$ cat config.mk
export PLATFORM = sky130hd
export DESIGN_NAME = hazard_ctrl
export DESIGN_NICKNAME = d
export VERILOG_FILES = /design/src/rtl/hazard_ctrl_pkg.sv /design/src/rtl/hazard_ctrl_md_counter.sv /design/src/rtl/hazard_ctrl.sv
export SDC_FILE = /design/constraint.sdc
export NUM_CORES = 1
export LEC_CHECK = 0
export CAP_MARGIN = 15
export CORE_UTILIZATION = 44
export DETAILED_ROUTE_END_ITERATION = 6
export GPL_TIMING_DRIVEN = 1
export PLACE_DENSITY_LB_ADDON = 0.3
export SYNTH_ARGS = -nofsm -noshare
export SYNTH_HDL_FRONTEND = slang
export SYNTH_HIERARCHICAL = 1
export SYNTH_SLANG_ARGS = --single-unit
$ cat constraint.sdc
create_clock -name clk -period 3.05 [get_ports clk]
set_input_delay 0.4575 -clock clk [delete_from_list [all_inputs] [get_ports clk]]
set_output_delay 0.4575 -clock clk [all_outputs]
set_load 0.005 [all_outputs]
$ cat src/rtl/hazard_ctrl_pkg.sv
// hazard_ctrl_pkg: shared operand-timing encodings and MD latencies
package hazard_ctrl_pkg;
  localparam int MULT_CYCLES_DEF = 5;
  localparam int DIV_CYCLES_DEF = 10;
  localparam logic [1:0] TUSE_ID = 2'd0;
  localparam logic [1:0] TUSE_EX = 2'd1;
  localparam logic [1:0] TUSE_MEM = 2'd2;
  localparam logic [1:0] TUSE_NONE = 2'd3;
  function automatic logic src_hz(
    input logic [4:0] r,
    input logic [1:0] tuse,
    input logic [4:0] wa_ex,
    input logic [1:0] tnew_ex,
    input logic [4:0] wa_mem,
    input logic [1:0] tnew_mem
  );
    return (r != 5'd0) && (tuse != TUSE_NONE) &&
           ((r == wa_ex && tnew_ex > tuse) || (r == wa_mem && tnew_mem > tuse));
  endfunction
endpackage

$ cat src/rtl/hazard_ctrl_md_counter.sv
// md_counter: IDLE/BUSY down-counter tracking the multiply/divide unit
module md_counter
  import hazard_ctrl_pkg::*;
#(
  parameter int MULT_CYCLES = MULT_CYCLES_DEF,
  parameter int DIV_CYCLES = DIV_CYCLES_DEF,
  parameter int CNT_W = 4
) (
  input  logic clk,
  input  logic reset,
  input  logic start,
  input  logic is_div,
  output logic busy
);
  localparam logic [0:0] IDLE = 1'b0;
  localparam logic [0:0] BUSY = 1'b1;
  logic [0:0] state;
  logic [CNT_W-1:0] cnt;
  always_ff @(posedge clk) begin
    if (reset) begin
      state <= IDLE;
      cnt <= '0;
    end else if (state == IDLE) begin
      if (start) begin
        state <= BUSY;
        cnt <= is_div ? CNT_W'(DIV_CYCLES) : CNT_W'(MULT_CYCLES);
      end
    end else begin
      // a start seen while busy is deliberately ignored
      cnt <= (cnt == CNT_W'(1)) ? '0 : cnt - CNT_W'(1);
      if (cnt == CNT_W'(1)) state <= IDLE;
    end
  end
  assign busy = (state == BUSY);
endmodule

$ cat src/rtl/hazard_ctrl.sv
// hazard_ctrl: Tuse/Tnew stall decision plus MD-busy interlock
module hazard_ctrl
  import hazard_ctrl_pkg::*;
#(
  parameter int MULT_CYCLES = MULT_CYCLES_DEF,
  parameter int DIV_CYCLES = DIV_CYCLES_DEF,
  parameter int CNT_W = 4
) (
  input  logic       clk,
  input  logic       reset,
  input  logic [4:0] rs_ID,
  input  logic [4:0] rt_ID,
  input  logic [1:0] tuse_rs_ID,
  input  logic [1:0] tuse_rt_ID,
  input  logic       md_use_ID,
  input  logic [4:0] wa_EX,
  input  logic [1:0] tnew_EX,
  input  logic [4:0] wa_MEM,
  input  logic [1:0] tnew_MEM,
  input  logic       md_start_EX,
  input  logic       md_div_EX,
  output logic       stall_pc,
  output logic       stall_if_id,
  output logic       clr_id_ex,
  output logic       md_busy
);
  logic busy, hz_rs, hz_rt, hz_md, stall;
  md_counter #(.MULT_CYCLES(MULT_CYCLES), .DIV_CYCLES(DIV_CYCLES), .CNT_W(CNT_W)) u_md (
    .clk(clk),
    .reset(reset),
    .start(md_start_EX),
    .is_div(md_div_EX),
    .busy(busy)
  );
  always_comb begin
    hz_rs = src_hz(rs_ID, tuse_rs_ID, wa_EX, tnew_EX, wa_MEM, tnew_MEM);
    hz_rt = src_hz(rt_ID, tuse_rt_ID, wa_EX, tnew_EX, wa_MEM, tnew_MEM);
    hz_md = md_use_ID & (busy | md_start_EX);
    stall = ~reset & (hz_rs | hz_rt | hz_md);
  end
  assign stall_pc = stall;
  assign stall_if_id = stall;
  assign clr_id_ex = stall;
  assign md_busy = ~reset & busy;
endmodule
==> qor.yml <==
pwr:
  power_density_nw_per_um2: 269
  ir_drop_mv: 0.197
  leakagePower_uw: 0.000473
sta:
  period_needed_ps: 2800
  drv_slew: 0
  worst_slew_pin_slew_ps: 418
  fmax_ghz: 0.357
  slew_headroom: 0.721
  tns_ps: 0
  hold_viol_final: 0
  setup_viol: 0
  grt_setup_unrepaired: "false"
  skew_ps: 3.48
  finalCritPeriodShare: 0.918
global_routing:
  grt_pass1_vias: 788
  overflow: 0
  antenna_found_initial: 0
  grt_pass1_wl_um: 3390
  grtUsageTotal: 0.233
  grt_max_degree: 13
place:
  dp_hpwl_um: 1690
  placed_cells: 156
  routabilityCongestion: 0.835
  io_buffer_count: 36
yosys:
  syn_area_um2: 802
  yosysWarningCount: 6
  synth_top_area_share: 0.156
  synth_top_cells_by_area: "ha_1 16%, xnor2_1 13%, dfxtp_1 12%, xor2_1 8.7%, inv_1 5.6%"
  syn_avg_cell_area_um2: 8.27
  ys_types: 30
  synth_top_area_cell: "ha_1"
  synthFlopType: "dfxtp_1"
  synth_seq_cells: 5
  synth-seq-area-share: 0.125
  synth_cells: 97
  syn_nets: 140
  synth-edff-count: 0
  async_flop_share: 0
hold_path:
  hp-start: "u_md/cnt[0]"
  min_path_cells: 2
  min_path_type: "reg -> reg"
  whs_endpoint: "u_md/cnt[0]"
clock_tree:
  cts_sinks: 5
  cts_tree: "done"
  hold_buffers: 0
  numCtsBuffers: 3
  root_buffer: "clkbuf_4"
  clock_path_buffers: 2
  clk_latency_ps: 250
  clk_pin_slew_worst_paths_ps: 50
  h-tree-depth: 1
floorplanning:
  core_um2: 1710
  rows: 15
  ios: 37
  die_h_um: 44.7
  initial_core_util: 0.470
  floorplan.die.width_um: 44.7
  die_area_um2: 2000
cells_and_area:
  layout.nets: 179
  multi_input_comb_area_um2: 649
  area_growth_pct: 51.6
  drive_above_1_share: 0.0889
  n_fill_cell: 141
  n_antenna_cell: 0
  regArea_um2: 100
  layout_common_cells: "33 x clkdlybuf4s50_1, 12 x inv_1, 12 x xnor2_1, 9 x ha_1, 8 x xor2_1"
  final_cells: 160
  final_common_cell: "clkdlybuf4s50_1"
run_status:
  status: "completed"
critical_path:
  cp_cell_sequence: "clkdlybuf4s50_1, inv_1, ha_4, a21oi_4, a2111oi_4, a41oi_1, o211ai_1, dlygate4sd2_1"
  worstSetupPathType: "in -> out"
  crit_slowest_cell: "clkdlybuf4s50_1"
  ff2ff_setup_slack_ps: 1760
  r2r_end: "u_md/cnt[2]"
  cp_max_fo: 3
  cp-end-kind: "primary output"
  reg2regPathDepth: 5
  reg2reg_from: "u_md/cnt[1]"
  arrival_ps: 2340
  cp.buffers_inverters: 3
  cp.required_ps: 2590
  cpPeakStageDelay_ps: 480
  critical_path.top_delay_family: "buffers and inverters"
  worstSetupStartpointType: "primary input"
routing:
  drt-total-wl_um: 2050
  ant_nets: 0
  vias_per_cell: 5.14
  drtIter0Drc: 17
  detail_route.wl_per_cell_um: 12.8
  drt-pass1-iter-count: 4
  drc: 0
  via_count: 823
run:
  max-cap-violations: 0
report_power, final:
part / switching (µW) / leakage, µW / internal, µW / total (µW)
sequential: 10.2 / 0.0000416 / 72.6 / 82.8
clock: 33.2 / 0.0000150 / 49.9 / 83.0
combinational: 70.1 / 0.000417 / 91.3 / 161
state kept, by name (all words and copies together) (netlist names):
| register | cells |
|---|---|
| u_md/busy | 1 |
| u_md/cnt | 4 |
synth_stat cells, types with 3 or more instances:
| cell type | number |
|---|---|
| a21oi_1 | 5 |
| xor2_1 | 8 |
| nor3_1 | 4 |
| nand2_1 | 4 |
| xnor2_1 | 12 |
| nor4_1 | 4 |
| ha_1 | 10 |
| dfxtp_1 | 5 |
| inv_1 | 12 |
| nand4_1 | 3 |
| nor2_1 | 5 |
| a211oi_1 | 3 |
cell type report:
cell class / count / share of cell area
repair buffers: 37 / 0.299
multi-input cells: 77 / 0.534
inverters: 12 / 0.0370
well taps: 25 / 0.0257
flip-flops and latches: 5 / 0.0823
clock buffers: 4 / 0.0216
per-layer routing:
metal	global-route usage	vias up	wire length (µm)
li1	-	419	-
met1	0.276	365	868
met2	0.415	37	1010
met3	0.0680	2	152
met4	0.0485	0	11
met5	0	-	0
worst min-delay path, stage by stage (launching register included):
cell and delay (ps):
dfxtp_1 330, inv_1 110, a211oi_1 90
repair_timing:
action,4_1_cts,5_1_grt
gates resized for setup,4,1
setup buffers,0,0
setup endpoints to repair,3,2
hold endpoints to repair,0,0
pin swaps,1,2
metrics by stage:
step | worst slack (ps) | cell area (µm²) | hold slack [ps] | power, µW | util
after floorplan | 822 | 802 | 500 | 168 | -
after global placement | -58.9 | 1170 | 533 | 238 | 0.688
after detailed placement | -166 | 1170 | 543 | 243 | 0.688
after CTS | 188 | 1210 | 582 | 327 | 0.708
after global routing | 101 | 1220 | 579 | 350 | 0.712
final | 249 | 1220 | 577 | 327 | 0.712
cells by family (layout without fill, tap and decap cells):
group,count (synthesis),after routing,synth area share
and+or+nand+nor,27,27,0.195
muxes,1,1,0.0125
xor gates and xnor gates,20,20,0.218
DFF,5,5,0.125
adders and majority gates,10,10,0.156
buffers and inverters,15,53,0.0889
AOI/OAI and AO/OA,19,19,0.204
worst max-delay path by stage:
| stage | startpoint | end | depth (start not counted) |
|---|---|---|---|
| floorplan | tuse_rt_ID[1] | stall_if_id | 6 |
| global placement | tuse_rt_ID[1] | clr_id_ex | 7 |
| detailed placement | tuse_rt_ID[1] | stall_if_id | 8 |
| CTS | tuse_rt_ID[1] | stall_if_id | 9 |
| global route | tuse_rt_ID[1] | stall_pc | 8 |
| finish | tuse_rt_ID[1] | stall_if_id | 8 |
Power figures use the tool's default switching activity.
